$ cat config.mk
export PLATFORM = sky130hd
export DESIGN_NAME = parity_serializer
export DESIGN_NICKNAME = d
export VERILOG_FILES = /design/src/rtl/parity_serializer.sv
export SDC_FILE = /design/constraint.sdc
export NUM_CORES = 1
export LEC_CHECK = 0
export ABC_AREA = 1
export ABC_CLOCK_PERIOD_IN_PS = 3300
export CAP_MARGIN = 20
export CORE_UTILIZATION = 50
export CTS_CLUSTER_SIZE = 30
export DETAILED_ROUTE_END_ITERATION = 10
export GPL_ROUTABILITY_DRIVEN = 0
export HOLD_SLACK_MARGIN = 0.15
export PLACE_DENSITY = 0.77
export SETUP_SLACK_MARGIN = 0.4
export SLEW_MARGIN = 20
export SYNTH_ARGS = -nofsm -noshare
export SYNTH_HDL_FRONTEND = slang
export SYNTH_SLANG_ARGS = --single-unit
$ cat constraint.sdc
create_clock -name clk -period 3.3 [get_ports clk]
set_input_delay 0.66 -clock clk [delete_from_list [all_inputs] [get_ports clk]]
set_output_delay 0.66 -clock clk [all_outputs]
set_load 0.05 [all_outputs]
$ cat src/rtl/parity_serializer.sv
// rtl/parity_serializer.sv - parallel word to LSB-first serial frame with trailing parity bit
//
// Accepts a DATA_WIDTH-bit word on a valid/ready handshake and emits it as
// DATA_WIDTH data bits (LSB first) followed by one parity bit, one bit per
// cycle. A new word may be accepted during the parity cycle, so frames can
// run back to back with no idle gap.
//
// Ports:
//   clk        - rising-edge clock
//   rstn       - synchronous active-low reset
//   din        - parallel word to transmit
//   din_valid  - din holds a word offered for transfer
//   din_ready  - a word can be accepted this cycle (IDLE or PARITY)
//   sout       - serial frame bit (registered)
//   sout_valid - sout carries a frame bit (registered)
//   sout_last  - sout carries the parity bit (registered)

module parity_serializer #(
  parameter int DATA_WIDTH = 8,
  parameter int PARITY_ODD = 0
) (
  input  logic                  clk,
  input  logic                  rstn,
  input  logic [DATA_WIDTH-1:0] din,
  input  logic                  din_valid,
  output logic                  din_ready,
  output logic                  sout,
  output logic                  sout_valid,
  output logic                  sout_last
);

  localparam int CNT_W = (DATA_WIDTH > 1) ? $clog2(DATA_WIDTH) : 1;
  localparam logic [CNT_W-1:0] LAST_BIT = CNT_W'(DATA_WIDTH - 1);
  localparam logic ODD_SEL = (PARITY_ODD != 0);

  typedef enum logic [1:0] {
    IDLE   = 2'd0,
    SHIFT  = 2'd1,
    PARITY = 2'd2
  } state_t;

  state_t                r_state;
  state_t                w_state_nxt;
  logic [DATA_WIDTH-1:0] r_shreg;
  logic [DATA_WIDTH-1:0] w_shreg_nxt;
  logic [CNT_W-1:0]      r_cnt;
  logic [CNT_W-1:0]      w_cnt_nxt;
  logic                  r_par;
  logic                  w_par_nxt;
  logic                  r_sout;
  logic                  w_sout_nxt;
  logic                  r_valid;
  logic                  w_valid_nxt;
  logic                  r_last;
  logic                  w_last_nxt;
  logic                  w_accept;

  assign din_ready  = (r_state != SHIFT);
  assign w_accept   = din_valid && din_ready;
  assign sout       = r_sout;
  assign sout_valid = r_valid;
  assign sout_last  = r_last;

  always_comb begin
    w_state_nxt = r_state;
    w_shreg_nxt = r_shreg;
    w_cnt_nxt   = r_cnt;
    w_par_nxt   = r_par;
    w_sout_nxt  = 1'b0;
    w_valid_nxt = 1'b0;
    w_last_nxt  = 1'b0;

    case (r_state)
      IDLE, PARITY: begin
        if (w_accept) begin
          // Bit 0 goes straight to the output flop; the shift register keeps
          // the remaining bits so the frame never depends on din again.
          w_state_nxt = SHIFT;
          w_shreg_nxt = din >> 1;
          w_cnt_nxt   = '0;
          w_par_nxt   = (^din) ^ ODD_SEL;
          w_sout_nxt  = din[0];
          w_valid_nxt = 1'b1;
        end else begin
          w_state_nxt = IDLE;
        end
      end
      SHIFT: begin
        w_valid_nxt = 1'b1;
        // r_cnt indexes the data bit currently on sout.
        if (r_cnt == LAST_BIT) begin
          w_state_nxt = PARITY;
          w_sout_nxt  = r_par;
          w_last_nxt  = 1'b1;
        end else begin
          w_cnt_nxt   = r_cnt + 1'b1;
          w_sout_nxt  = r_shreg[0];
          w_shreg_nxt = r_shreg >> 1;
        end
      end
      default: begin
        w_state_nxt = IDLE;
      end
    endcase
  end

  always_ff @(posedge clk) begin
    if (!rstn) begin
      r_state <= IDLE;
      r_shreg <= '0;
      r_cnt   <= '0;
      r_par   <= 1'b0;
      r_sout  <= 1'b0;
      r_valid <= 1'b0;
      r_last  <= 1'b0;
    end else begin
      r_state <= w_state_nxt;
      r_shreg <= w_shreg_nxt;
      r_cnt   <= w_cnt_nxt;
      r_par   <= w_par_nxt;
      r_sout  <= w_sout_nxt;
      r_valid <= w_valid_nxt;
      r_last  <= w_last_nxt;
    end
  end

endmodule

==> results of run 1 <==
-- kinds of logic after synthesis --
| group | Yosys count |
|---|---|
| and+or+nand+nor | 65 |
| AOI/OAI and AO/OA | 19 |
| buffers and inverters | 17 |
| DFF | 16 |
| adders and majority gates | 2 |
| xor gates and xnor gates | 1 |
-- registers in the layout, summed over array words and instances, names as in the netlist --
name and count:
r_par 1, r_state 2, r_shreg 7, r_cnt 3, sout 1, sout_valid 1, sout_last 1
-- worst max-delay path: stages, from the launching register on --
cell	delay (ns)
dfxtp_1	0.33
inv_2	0.05
nor2_4	0.20
clkinv_1	0.28
clkdlybuf4s50_1	0.78
-- cells in the final DEF (no fill, tap or decap), drive strengths merged --
cell,synthesis,layout
ha,2,2
a31oi,7,7
xnor2,1,1
inv,14,14
nor3,2,2
nor2,6,6
clkinv,2,2
clkdlybuf4s50,0,14
dfxtp,16,16
nand3,2,2
nand2,55,55
o21ai,7,7
clkbuf,0,4
a21oi,5,5
-- stage by stage --
stage | worst slack (ns) | hold slack (ns)
finish | 0.715 | 0.468
global route | 0.595 | 0.493
floorplan | 1.63 | 0.428
CTS | 0.711 | 0.470
global placement | 1.06 | 0.455
detailed placement | 1.05 | 0.451
-- how the worst max path moves through the flow --
stage,startpoint,endpoint,cells after the start
after global routing,r_state[0]$_SDFFE_PN0P_,din_ready,4
after floorplan,r_state[0]$_SDFFE_PN0P_,din_ready,3
after CTS,r_state[0]$_SDFFE_PN0P_,din_ready,4
after detailed placement,r_state[0]$_SDFFE_PN0P_,din_ready,4
final,r_state[0]$_SDFFE_PN0P_,din_ready,4
after global placement,r_state[0]$_SDFFE_PN0P_,din_ready,4
-- power by group through the flow --
stage / Clock [uW] / Sequential, uW / Combinational (uW)
3_5_place_dp: 0 / 219 / 93.9
2_1_floorplan: 0 / 223 / 61.5
5_1_grt: 139 / 216 / 106
6_report: 128 / 215 / 94.2
4_1_cts: 131 / 215 / 94.3
3_3_place_gp: 0 / 219 / 90.8
-- layer usage --
metal | vias to the layer above | share of wire, % | track usage (%)
li1 | 418 | - | -
met1 | 341 | 46 | 25.9
met2 | 20 | 48 | 33.5
met3 | 2 | 4.2 | 3.88
met4 | 0 | 0.99 | 10.6
met5 | - | 0 | 0
-- area by class of cell --
cell class	count	area [um^2]
well taps	16	20.0
flip-flops and latches	16	320
inverters	16	60.1
repair buffers	14	140
fillers	126	517
clock buffers	4	36.3
multi-input cells	87	413
==> run summary, run 1 <==
Pre-Repair DR Iteration Count: 4
Finished Layout Cells: 153
routed wire length per instance: 10.6 um
vias in the first global route: 737
largest family of logic cells by synthesized area: simple AND/OR/NAND/NOR gates
Diodes inserted: 0
share of post-route cells with drive strength above 1: 6.57%
worst-path maximum fanout: 10
HPWL Detailed: 1.27 mm
Ys Warns: 0
Die X: 42.3 um
fin crit period: 2.59 ns
Total GRT Usage: 20.7%
Adder-Cell Fraction of Synth Area: 3.08%
Hold Startpoint: r_cnt[0]$_SDFFE_PN0P_
sequential fraction of the synthesis area: 39.4%
Synth Area in Compound Gates: 13.2%
post-synthesis mux area share: 0%
TritonCTS Sinks: 16
Tot Pwr: 438 uW
Remaining DRCs: 0
final WL: 1.62 mm
vias: 781
TritonCTS clock tree: yes
Slew HR: 66.9%
top cells by count, synth: 53 x nand2_1, 16 x dfxtp_1, 13 x inv_1
Comb pwr share: 21.5%
switching pwr: 127 uW
Final setup viols: 0
Async SR Flop Fraction: 0%
Least-Margin Pin Slew: 0.494 ns
final hold violations: 0
Worst VDD drop: 0.213 mV
CP endpoint kind: output port
number of synthesized flops with an enable pin: 0
Post-Synthesis Cell Area: 813 um^2
CTS max path bufs: 2
Max Clock Skew: 0.00666 ns
Post-CTS Resized: 0
LEAKAGE: 0.000480 uW
Most used DFF post-synth: dfxtp_1
leading area contributor after synthesis: dfxtp_1
worst hold path class: flop to flop
max frequency: 387 MHz
Sw Ratio: 29.0%
Max Cap Viol: 0
unrepaired setup endpoints after global routing: false
most frequent cell after synthesis: nand2_1
CTS Root Cell: clkbuf_4
R2R depth: 8
post-route ant nets: 0
CTS Hold Bufs: 0
FF-to-FF setup slack: 1.89 ns
P&R area growth vs syn: 21.7%
Post-Place Cells: 149
kind of critical path: flop to output port
Die Ht: 42.3 um
number of I/O pins: 15
Slew Limit Fails: 0
die footprint: 1790 um^2
largest net degree at the start of global routing: 15
H-tree depth: 1
synth top area cells: dfxtp_1 39%, nand2_1 24%, inv_1 6.0%, a31oi_1 5.4%, a21oi_1 3.1%
WHS Path Cells: 1
setup TNS: 0 ns
CTS Buf Count: 3
Syn Inst Count: 120
critical path arrival: 1.93 ns
Post CTS Setup Buffer Count: 0
internal power: 311 uW
clk_lat worst skew: 0.28 ns
nets: 151
Final Cell Area: 990 um^2
XOR/XNOR Fraction of Synth Area: 1.08%
Synth Register Bits: 16
worst hold path endpoint: r_cnt[0]$_SDFFE_PN0P_
synth unique cells: 18
power per cell area: 442 nW/um^2
area fraction of the dominant cell type after synthesis: 39.4%
# port buffers: 14
period utilization: 78.3%
Reg2Reg Launch Point: r_cnt[0]$_SDFFE_PN0P_
Placed Area: 953 um^2
Initial Utilization: 54.0%
RR Endpoint: r_shreg[6]$_SDFFE_PN0P_
num rows: 14
initial drt markers: 11
status: complete, no violations
nature of the critical path startpoint: flop
Final Core Density: 65.7%
global-route wire length before repair: 2.88 mm
Syn Nets: 133
initial antenna violation count: 0
Clk network pwr share: 29.3%
Post-Synth Simple-Gate Area: 33.4%
Avg Vias per Cell: 5.10
clk slew on worst S/H paths: 0.10 ns
global route overflow: 0
Sequential Power Share: 49.2%
WP data required: 2.64 ns
core outline area: 1510 um^2
Syn Area/Cell: 6.78 um^2
Note: power is estimated with default switching activity, not from simulation.
==> run 2, diff against run 1 <==
--- a/config.mk
+++ b/config.mk
@@ -6,14 +6,14 @@
 export NUM_CORES = 1
 export LEC_CHECK = 0
 export ABC_AREA = 1
-export ABC_CLOCK_PERIOD_IN_PS = 3300
+export ABC_CLOCK_PERIOD_IN_PS = 2150
 export CAP_MARGIN = 20
-export CORE_UTILIZATION = 50
+export CORE_UTILIZATION = 45
 export CTS_CLUSTER_SIZE = 30
 export DETAILED_ROUTE_END_ITERATION = 10
 export GPL_ROUTABILITY_DRIVEN = 0
 export HOLD_SLACK_MARGIN = 0.15
-export PLACE_DENSITY = 0.77
+export PLACE_DENSITY = 0.73
 export SETUP_SLACK_MARGIN = 0.4
 export SLEW_MARGIN = 20
 export SYNTH_ARGS = -nofsm -noshare
==> constraint.sdc (replaced) <==
create_clock -name clk -period 2.15 [get_ports clk]
set_input_delay 0.43 -clock clk [delete_from_list [all_inputs] [get_ports clk]]
set_output_delay 0.43 -clock clk [all_outputs]
set_load 0.05 [all_outputs]
==> run 2 against run 1 <==
Wire length decreased by 1.3%; die area increased by 11%; highest routed layer unchanged; critical path type unchanged; via count decreased by 1.2%; sequential share of layout area decreased by 0.60 points; critical path depth decreased by 3; count of clock-buffer cells in the layout unchanged; worst hold slack improved by 0.0049 ns; first-iteration DRC count unchanged; global-route usage increased by 0.066 points; total power increased by 55%.
==> run summary, run 2 (synthesis results as in run 1) <==
largest net degree at the start of global routing: 15 (unchanged)
status: complete, no violations
Max Clock Skew: 0.00173 ns (-0.00493 ns)
power per cell area: 671 nW/um^2 (+52%)
Hold WS: 0.473 ns (+0.00492 ns)
setup TNS: 0 ns (unchanged)
number of I/O pins: 15 (unchanged)
Avg Vias per Cell: 4.74 (-7.2%)
HPWL Detailed: 1.25 mm (-1.6%)
share of post-route cells with drive strength above 1: 8.63% (+2.1 points)
routed wire length per instance: 9.82 um (-7.4%)
initial drt markers: 11 (unchanged)
Remaining DRCs: 0 (unchanged)
max frequency: 648 MHz
# port buffers: 14 (unchanged)
Die X: 44.5 um (+5.2%)
Final setup viols: 0 (unchanged)
CTS Buf Count: 3 (unchanged)
worst hold path class: flop to flop
Max Cap Viol: 0 (unchanged)
worst-path cell chain: dlygate4sd2_1
Worst VDD drop: 0.415 mV (+95%)
WP data required: 1.72 ns (-0.92 ns)
Total GRT Usage: 20.7% (+0.066 points)
unrepaired setup endpoints after global routing: false
worst-path maximum fanout: 1 (-9)
fin crit period: 1.54 ns
Most flops, register: r_shreg
P&R area growth vs syn: 24.0%
H-tree depth: 1 (unchanged)
CP endpoint kind: output port
global route overflow: 0 (unchanged)
critical path arrival: 1.11 ns (-0.82 ns)
clk slew on worst S/H paths: 0.09 ns (about the same)
Crit path max-delay family: buffers and inverters
core outline area: 1590 um^2 (+5.8%)
CP max-delay cell: dlygate4sd2_1
TritonCTS clock tree: yes
commonest non-fill, non-tap cell in the layout: nand2_1
die footprint: 1980 um^2 (+11%)
LEAKAGE: 0.000501 uW (+4.3%)
Slew Limit Fails: 0 (unchanged)
Least-Margin Pin Slew: 0.484 ns (-0.0105 ns)
final hold violations: 0 (unchanged)
Die Ht: 44.5 um (+5.2%)
global-route wire length before repair: 2.97 mm (+3.3%)
CTS max path bufs: 2 (unchanged)
vias: 772 (-1.2%)
initial antenna violation count: 0 (unchanged)
commonest non-fill, non-tap cells in the layout: 53 x nand2_1, 16 x dfxtp_1, 13 x inv_1, 10 x clkdlybuf4s50_1, 7 x a31oi_1
Slew HR: 67.9% (+0.93 points)
CTS Hold Bufs: 0 (unchanged)
Buf/Inv on CP: 1 (-2)
Initial Utilization: 51.0% (-3.0 points)
TritonCTS Sinks: 16 (unchanged)
clk_lat worst skew: 0.29 ns (about the same)
Final Core Density: 63.3% (-2.4 points)
Finished Layout Cells: 163 (+6.5%)
Tot Pwr: 677 uW (+55%)
max FFs per register: 7 (unchanged)
final WL: 1.60 mm (-1.3%)
period utilization: 71.8%
Pre-Repair DR Iteration Count: 4 (unchanged)
CTS Root Cell: clkbuf_4
post-route ant nets: 0 (unchanged)
kind of critical path: flop to output port
vias in the first global route: 726 (-1.5%)
Diodes inserted: 0 (unchanged)
nature of the critical path startpoint: flop
num rows: 14 (unchanged)
Post-Place Cells: 158 (+6.0%)
Critical Path Max Stage Delay: 0.51 ns (-0.27 ns)
biggest regs: r_shreg: 7 flops, r_cnt: 3 flops, r_state: 2 flops
nets: 153 (+1.3%)
## run 2: area by class of cell
type,instances,area [um^2]
clock buffer,4,36.3
tap,24,30.0
sequential,16,320
timing repair buffer,16,149
fill,168,586
inverter,16,60.1
multi-input combinational,87,413
## run 2: worst paths after layout
kind	from	endpoint	slack, ns	depth (start not counted)
worst max-delay path	sout$_SDFF_PN0_	sout	0.61	1
worst min-delay path	r_cnt[0]$_SDFFE_PN0P_	r_cnt[0]$_SDFFE_PN0P_	0.47	1
worst max register to register	r_cnt[0]$_SDFFE_PN0P_	r_cnt[2]$_SDFFE_PN0P_	0.74	8
worst min register to register	r_cnt[0]$_SDFFE_PN0P_	r_cnt[0]$_SDFFE_PN0P_	0.47	1
## run 2: metal layers
layer  global-route usage, %  wire length, um  up-vias
li1                        -                -      419
met1                    25.7              764      336
met2                    34.1              748       15
met3                    6.12               74        2
met4                    7.27               13        0
met5                       0                0        -
## run 2: through the flow
step / area [um^2] / worst slack, ns
finish: 1010 / 0.607
global placement: 968 / 0.552
CTS: 1000 / 0.488
detailed placement: 968 / 0.473
global route: 1010 / 0.513
floorplan: 813 / 0.711
## run 2: report_power, final
part           switching [uW]  internal [uW]
Sequential               10.9            318
Clock                    97.3            103
Combinational            89.3           57.6
Total                     197            479
## run 2: timing repair
item                                    4_1_cts  5_1_grt
pin swaps                                     0        1
gates resized for setup                       3        0
endpoints found under the setup margin        3        1
buffers inserted                              0        1
